## src/rtl/mantissa_align_shifter.sv

```systemverilog
// Serial alignment stage for the FP adder: orders operands by exponent and shifts the
// smaller mantissa right one bit per clock, keeping guard, round and sticky bits.
module mantissa_align_shifter #(
    parameter int EXP_W = 8,
    parameter int MAN_W = 24,
    parameter int CNT_W = 5
) (
    input  logic               clock,
    input  logic               reset,
    input  logic               start,
    input  logic [EXP_W-1:0]   exp_a,
    input  logic [EXP_W-1:0]   exp_b,
    input  logic [MAN_W-1:0]   man_a,
    input  logic [MAN_W-1:0]   man_b,
    output logic               busy,
    output logic               done,
    output logic               swapped,
    output logic [EXP_W-1:0]   exp_out,
    output logic [CNT_W-1:0]   shift_amt,
    output logic [MAN_W+2:0]   man_large,
    output logic [MAN_W+2:0]   man_small
);

    localparam int EXT_W = MAN_W + 3;
    localparam logic [EXP_W:0]   LIM_DIFF = (EXP_W + 1)'(EXT_W);
    localparam logic [CNT_W-1:0] LIM_CNT  = CNT_W'(EXT_W);
    localparam logic [CNT_W-1:0] CNT_ONE  = CNT_W'(1);

    typedef enum logic [1:0] {
        ST_IDLE  = 2'd0,
        ST_SHIFT = 2'd1,
        ST_DONE  = 2'd2
    } state_t;

    state_t             state_r;
    state_t             state_nxt_s;

    logic               swap_s;
    logic [EXP_W:0]     diff_s;
    logic [CNT_W-1:0]   shift_n_s;
    logic [EXP_W-1:0]   exp_big_s;
    logic [MAN_W-1:0]   man_big_s;
    logic [MAN_W-1:0]   man_lit_s;

    logic               busy_r;
    logic               done_r;
    logic               swapped_r;
    logic [EXP_W-1:0]   exp_out_r;
    logic [CNT_W-1:0]   shift_amt_r;
    logic [CNT_W-1:0]   cnt_r;
    logic [EXT_W-1:0]   man_large_r;
    logic [EXT_W-1:0]   man_small_r;

    // One alignment step: bits leaving bit 0 are ORed into the sticky position.
    function automatic logic [EXT_W-1:0] sticky_shr(input logic [EXT_W-1:0] v);
        return {1'b0, v[EXT_W-1:2], v[1] | v[0]};
    endfunction

    // Operand ordering, exponent difference and clamped shift count for a new request.
    always_comb begin
        swap_s    = (exp_b > exp_a);
        diff_s    = '0;
        exp_big_s = exp_a;
        man_big_s = man_a;
        man_lit_s = man_b;
        if (swap_s) begin
            diff_s    = {1'b0, exp_b} - {1'b0, exp_a};
            exp_big_s = exp_b;
            man_big_s = man_b;
            man_lit_s = man_a;
        end else begin
            diff_s    = {1'b0, exp_a} - {1'b0, exp_b};
            exp_big_s = exp_a;
            man_big_s = man_a;
            man_lit_s = man_b;
        end
        if (diff_s > LIM_DIFF) begin
            shift_n_s = LIM_CNT;
        end else begin
            shift_n_s = diff_s[CNT_W-1:0];
        end
    end

    // Next-state logic; the counter holds shifts still to do, so 1 means this is the last.
    always_comb begin
        state_nxt_s = state_r;
        case (state_r)
            ST_IDLE: begin
                if (start) begin
                    if (shift_n_s == '0) begin
                        state_nxt_s = ST_DONE;
                    end else begin
                        state_nxt_s = ST_SHIFT;
                    end
                end else begin
                    state_nxt_s = ST_IDLE;
                end
            end
            ST_SHIFT: begin
                if (cnt_r <= CNT_ONE) begin
                    state_nxt_s = ST_DONE;
                end else begin
                    state_nxt_s = ST_SHIFT;
                end
            end
            ST_DONE:  state_nxt_s = ST_IDLE;
            default:  state_nxt_s = ST_IDLE;
        endcase
    end

    // State register plus the status flags derived from the upcoming state.
    always_ff @(posedge clock) begin
        if (!reset) begin
            state_r <= ST_IDLE;
            busy_r  <= 1'b0;
            done_r  <= 1'b0;
        end else begin
            state_r <= state_nxt_s;
            busy_r  <= (state_nxt_s != ST_IDLE);
            done_r  <= (state_nxt_s == ST_DONE);
        end
    end

    // Datapath: load on an accepted request, shift while in SHIFT, otherwise hold.
    always_ff @(posedge clock) begin
        if (!reset) begin
            swapped_r   <= 1'b0;
            exp_out_r   <= '0;
            shift_amt_r <= '0;
            cnt_r       <= '0;
            man_large_r <= '0;
            man_small_r <= '0;
        end else begin
            case (state_r)
                ST_IDLE: begin
                    if (start) begin
                        swapped_r   <= swap_s;
                        exp_out_r   <= exp_big_s;
                        shift_amt_r <= shift_n_s;
                        cnt_r       <= shift_n_s;
                        man_large_r <= {man_big_s, 3'b000};
                        man_small_r <= {man_lit_s, 3'b000};
                    end
                end
                ST_SHIFT: begin
                    man_small_r <= sticky_shr(man_small_r);
                    cnt_r       <= cnt_r - CNT_ONE;
                end
                default: begin
                    cnt_r <= cnt_r;
                end
            endcase
        end
    end

    assign busy      = busy_r;
    assign done      = done_r;
    assign swapped   = swapped_r;
    assign exp_out   = exp_out_r;
    assign shift_amt = shift_amt_r;
    assign man_large = man_large_r;
    assign man_small = man_small_r;

endmodule

```

## config.mk

```make
export PLATFORM = sky130hd
export DESIGN_NAME = mantissa_align_shifter
export DESIGN_NICKNAME = d
export VERILOG_FILES = /design/src/rtl/mantissa_align_shifter.sv
export SDC_FILE = /design/constraint.sdc
export NUM_CORES = 1
export LEC_CHECK = 0
export BUFFER_PORTS_ARGS = -buffer_cell sky130_fd_sc_hd__buf_2
export CORE_MARGIN = 5
export CORE_UTILIZATION = 56
export DETAILED_ROUTE_END_ITERATION = 8
export PLACE_DENSITY_LB_ADDON = 0.3
export SLEW_MARGIN = 20
export SYNTH_ARGS = -nofsm -noshare
export SYNTH_HDL_FRONTEND = slang
export SYNTH_SLANG_ARGS = --single-unit
```

## constraint.sdc

```tcl
create_clock -name clock -period 8.4 [get_ports clock]
set_clock_uncertainty 0.1 [all_clocks]
set_input_delay 2.1 -clock clock [delete_from_list [all_inputs] [get_ports clock]]
set_output_delay 2.1 -clock clock [all_outputs]
set_load 0.03 [all_outputs]
```

# Word level (Yosys, flattened, before mapping)
# Index checks and enable logic that the tools add are counted.
# word_totals
ff_bits	74
inputBits	67
output_inout_bits	70
elab_cells	38
# classes
addsub	3
n_lt_le_gt_ge	3
n_eq_ne	3
n_mux	13
n_bitwise	1
n_reduce_logical	6
# ops
cell	n
27-bit case mux with 2 select lines	1
24-bit two-way mux	2
27-bit two-way mux	1
8-bit by 8-bit subtractor with 9-bit output	2
5-bit two-way mux	2
5-bit case mux with 2 select lines	1
9-bit by 5-bit greater-than comparator with 1-bit output (second input constant)	1
9-bit two-way mux	1
8-bit greater-than comparator	1
8-bit two-way mux	1
2-bit two-way mux	3
5-bit by 1-bit <= comparator with 1-bit output (second input constant)	1
5-bit logical NOT	1
5-bit by 1-bit subtractor with 5-bit output (second input constant)	1
2-bit case mux with 2 select lines	1
2-bit AND reduction	2
2-bit nonzero test	2
2-bit by 1-bit == test with 1-bit output (second input constant)	1
2-bit == test (second input constant)	1
2-bit logical NOT	1
2-bit inequality test (second input constant)	1
1-bit OR	1

# Longest topological paths before layout
# depth
ltp_word	9
depth_mapped	12
mapped_depth_nobuf	11

# Worst setup path after synthesis
# No wires, ideal clock.
# synth_path
kind	input port to flip-flop
startpoint	in exp_b[0]
endpoint	reg cnt_r[3]
setup_time_ps	134
t_arrival_ps	4041
t_required_ps	8166
path_slack_ps	4125
path_stages	11
path_buffers	0
cell_sequence	inv_1 -> ha_1 -> inv_1 -> fa_1 -> a211oi_1 -> or4b_1 -> o2111ai_1 -> a21oi_1 -> nand3b_1 -> a211oi_2 -> o22ai_1
# synth_via
elab_chain_len	6
word_cells_on_any_way	8
classes_between	add/sub: 2; order compare: 2; mux: 4
# synth_rtl
element	line_no	text
from (decl)	12	input logic [EXP_W-1:0] exp_b,
8-bit by 8-bit subtractor with 9-bit output, or another cell as far along	72	diff_s = {1'b0, exp_a} - {1'b0, exp_b};
9-bit two-way mux (*)	66	if (swap_s) begin
9-bit by 5-bit greater-than comparator with 1-bit output	77	if (diff_s > LIM_DIFF) begin
5-bit two-way mux (*)	77	
5-bit two-way mux (*)	136	if (start) begin
5-bit case mux with 2 select lines (*)	134	case (state_r)
to (signal assigned)	140	cnt_r <= shift_n_s;
to (signal assigned)	147	cnt_r <= cnt_r - CNT_ONE;
to (signal assigned)	150	cnt_r <= cnt_r;
to (decl)	50	logic [CNT_W-1:0] cnt_r;
# Every way passes the cells marked *; elsewhere a longest branch is shown, timed or not. The select of a mux whose other input is x is not followed.
# A chain may end at the register's enable or synchronous reset.

# Final worst setup path
# layout_path
startpoint	in exp_a[2]
endpoint	reg cnt_r[3]
# layout_via
elab_chain_len	6
word_cells_on_any_way	8
classes_between	add/sub: 2; order compare: 2; mux: 4
# layout_rtl
element	line_no	text
from (decl)	11	input logic [EXP_W-1:0] exp_a,
8-bit by 8-bit subtractor with 9-bit output, or another cell as far along	72	
9-bit two-way mux (*)	66	
9-bit by 5-bit greater-than comparator with 1-bit output	77	
5-bit two-way mux (*)	77	
5-bit two-way mux (*)	136	
5-bit case mux with 2 select lines (*)	134	
# Marked as above.

==> flow_metrics.env <==
export IMPL_grt_use_total_pct=23.0
export IMPL_gp_congestion=0.876
export IMPL_arrival_ns=4.93
export IMPL_fmax_mhz=206
export IMPL_fin_setup_tns_ns=0
export IMPL_grt_busiest_layer="met2"
export IMPL_clkLatencyLatePin_ns=0.34
export IMPL_ios=137
export IMPL_setup_violations=0
export IMPL_clockBufferDepth=2
export IMPL_critPathKind="input port to register"
export IMPL_cts_root_buffer="clkbuf_8"
export IMPL_cts_sinks=74
export IMPL_grt_pass1_wl_mm=18.7
export IMPL_portBuffers=133
export IMPL_rows=32
export IMPL_grt_pass1_vias=3934
export IMPL_die_area_sq_mm=0.00982
export IMPL_drc=0
export IMPL_syn_inst=525
export IMPL_ys_warn_count=0
export IMPL_synthArstFlopShare_pct=0
export IMPL_status="completed"
export IMPL_cts_inserted_buffers=9
export IMPL_gr_usage_met3_pct=6.94
export IMPL_cp_max_fo=71
export IMPL_fin_crit_sh_pct=57.7
export IMPL_placed_area_sq_mm=0.00505
export IMPL_syn_cell_area_sq_mm=0.00445
export IMPL_dpl_worst_slack_ns=3.20
export IMPL_r2r_end="done"
export IMPL_synth_top_family_by_area="compound AO/OA/AOI/OAI gates"
export IMPL_synth_simple_area_share_pct=15.4
export IMPL_grt_overflow_total=0
export IMPL_die_width_um=99.1
export IMPL_cp_endpoint="cnt_r[3]"
export IMPL_areaGrowthSynthToFinish_pct=18.5
export IMPL_setup_worst_path_start="exp_a[2]"
export IMPL_synth_area_per_cell_sq_um=8.47
export IMPL_dr_pass1_iters=4
export IMPL_final_util_pct=68.2
export IMPL_tightest_slew_ns=0.979
export IMPL_vias=4235
export IMPL_ys_flop_type="dfxtp_1"
export IMPL_drt_initial_drc_count=309
export IMPL_cts_hold_buf=0
export IMPL_r2r_cells=7
export IMPL_min_period_ns=4.85
export IMPL_use_met2_pct=37.1
export IMPL_dp_hpwl_mm=8.43
export IMPL_hold_slack_ns=0.398
export IMPL_slew_headroom_pct=34.7
export IMPL_hold_violations=0
export IMPL_worstPathRequired_ns=8.48
export IMPL_synth_edf_count=0
export IMPL_ys_ff_latch=74
export IMPL_post_cts_setup_buffer_count=0
export IMPL_r2r_slack_ns=5.22
export IMPL_ctsResizeCount=0
export IMPL_wl_per_cell_um=15.5
export IMPL_drive_gt1_share_pct=29.4
export IMPL_leakagePower_nw=2.52
export IMPL_synth_mux_area_share_pct=12.7
export IMPL_endpoint_kind="register"
export IMPL_hp_class="register to register"
export IMPL_drv_slew=0
export IMPL_synth_compound_area_share_pct=24.5
export IMPL_ys_seq_area_share_pct=33.3
export IMPL_synthAdderAreaFrac_pct=5.97
export IMPL_synth_xor_area_share_pct=0.788
export IMPL_grtUsageMet1_pct=30.1
export IMPL_routed_wl_mm=11.5
export IMPL_synth_distinct_cells=59
export IMPL_stdcell_area_sq_mm=0.00527
export IMPL_die_h_um=99.1
export IMPL_rsz0062_at_grt="no"
export IMPL_ant_nets=0
export IMPL_viasPerCell=5.72
export IMPL_initial_core_util_pct=57.5
export IMPL_worst_slack_ns=3.55
export IMPL_drv_cap=0
export IMPL_clk_pin_slew_worst_paths_ns=0.07
export IMPL_crit_reg2reg_launch="state_r[0]"
export IMPL_ir_worst_vdd_mv=0.224
export IMPL_p_per_area_mw_per_mm2=338
export IMPL_cts_tree="built"
export IMPL_h_tree_depth=3
export IMPL_core_sq_mm=0.00773
export IMPL_grt_max_degree=72
export IMPL_antenna_found_initial=0
export IMPL_diodes=0
export IMPL_startpoint_type="input port"
export IMPL_nets=721
[synth_stat cells, drive strengths merged, types with 4 or more instances]
master	n	area, sq um
a211oi	36	280
a21oi	42	210
a22oi	29	218
and3	4	25.0
buf	20	148
clkbuf	19	71.3
dfxtp	74	1480
ha	18	225
inv	28	105
mux2	26	293
mux2i	27	270
nand2	40	158
nand3	6	30.0
nand3b	4	30.0
nand4	5	31.3
nor2	60	225
nor2b	4	25.0
nor3	9	45.0
o211ai	5	37.5
o21ai	15	75.1
[where the power goes]
group	switching (mW)	internal [mW]	leakage, nW
Combinational	0.628	0.295	1.79
Sequential	0.0837	0.485	0.612
Clock	0.126	0.161	0.112
Total	0.838	0.941	2.52
[final cells by class]
cell class	instances	area [sq um]
Inverter	28	106
Sequential cell	74	1480
Clock inverter	4	48.8
Timing Repair Buffer	135	681
Tap cell	102	128
Clock buffer	12	165
Multi-Input combinational cell	386	2660
Fill cell	657	2460
[cell usage in the layout (no fill, tap or decap), types with 3 or more instances in the layout]
master	n
nor3_1	9
o22ai_1	3
a211oi_1	34
nor2_1	59
o31ai_1	3
and3_1	4
mux2i_1	27
nand2b_1	3
o21a_1	3
a22oi_1	29
conb_1	3
mux2_2	26
clkbuf_8	12
nor2b_1	3
o21ai_0	14
a21oi_1	42
buf_2	133
nand4_1	5
nand3_1	6
nand2_1	39
dfxtp_1	74
nand3b_1	4
inv_1	27
clkinv_2	3
o211a_1	3
o211ai_1	5
ha_1	18
a311oi_1	3
[cell families (layout without fill, tap and decap cells)]
logic type               after synthesis  count (layout)
buffers and inverters                 67             179
flip-flops                            74              74
other                                  1               3
multiplexers                          53              53
AND/OR/NAND/NOR                      148             148
adder cells (fa/ha/maj)               20              20
XOR/XNOR                               4               4
AO/OA/AOI/OAI                        158             158
[per-stage QoR]
stage / std cells / power [mW]
finish: 741 / 1.78
global route: 741 / 1.91
CTS: 741 / 1.79
detailed placement: 725 / 1.50
global placement: 725 / 1.48
floorplan: 527 / 1.26
[per-layer routing]
metal	up-vias	part of all wire, %
met3	13	10
met4	0	1.3
met2	163	45
met1	1931	43
met5	-	0
li1	2128	-
[worst min path at each step]
stage | start | endpoint | slack [ns] | cells after the start
after floorplan | state_r[1] | busy | 0.38 | 1
after global placement | swapped | swapped | 0.36 | 2
after detailed placement | exp_out[0] | exp_out[0] | 0.38 | 1
after CTS | man_large[17] | man_large[17] | 0.40 | 2
after global routing | exp_out[4] | exp_out[4] | 0.42 | 2
final | man_large[17] | man_large[17] | 0.40 | 2
[flip-flops by register name (all words and copies together) (netlist names)]
signal     count
done           1
man_small     27
man_large     24
shift_amt      5
exp_out        8
busy           1
cnt_r          5
state_r        2
swapped        1
[critical path, cell delays in order]
cell and delay (ns):
buf_2 0.10, inv_1 0.04, ha_1 0.57, and3_1 0.29
nand4_1 0.13, o31a_1 0.20, nand2_4 0.73, nand3_1 0.23
a211oi_2 0.40, o22ai_1 0.12
No activity file was read; power rests on OpenSTA's default activity.
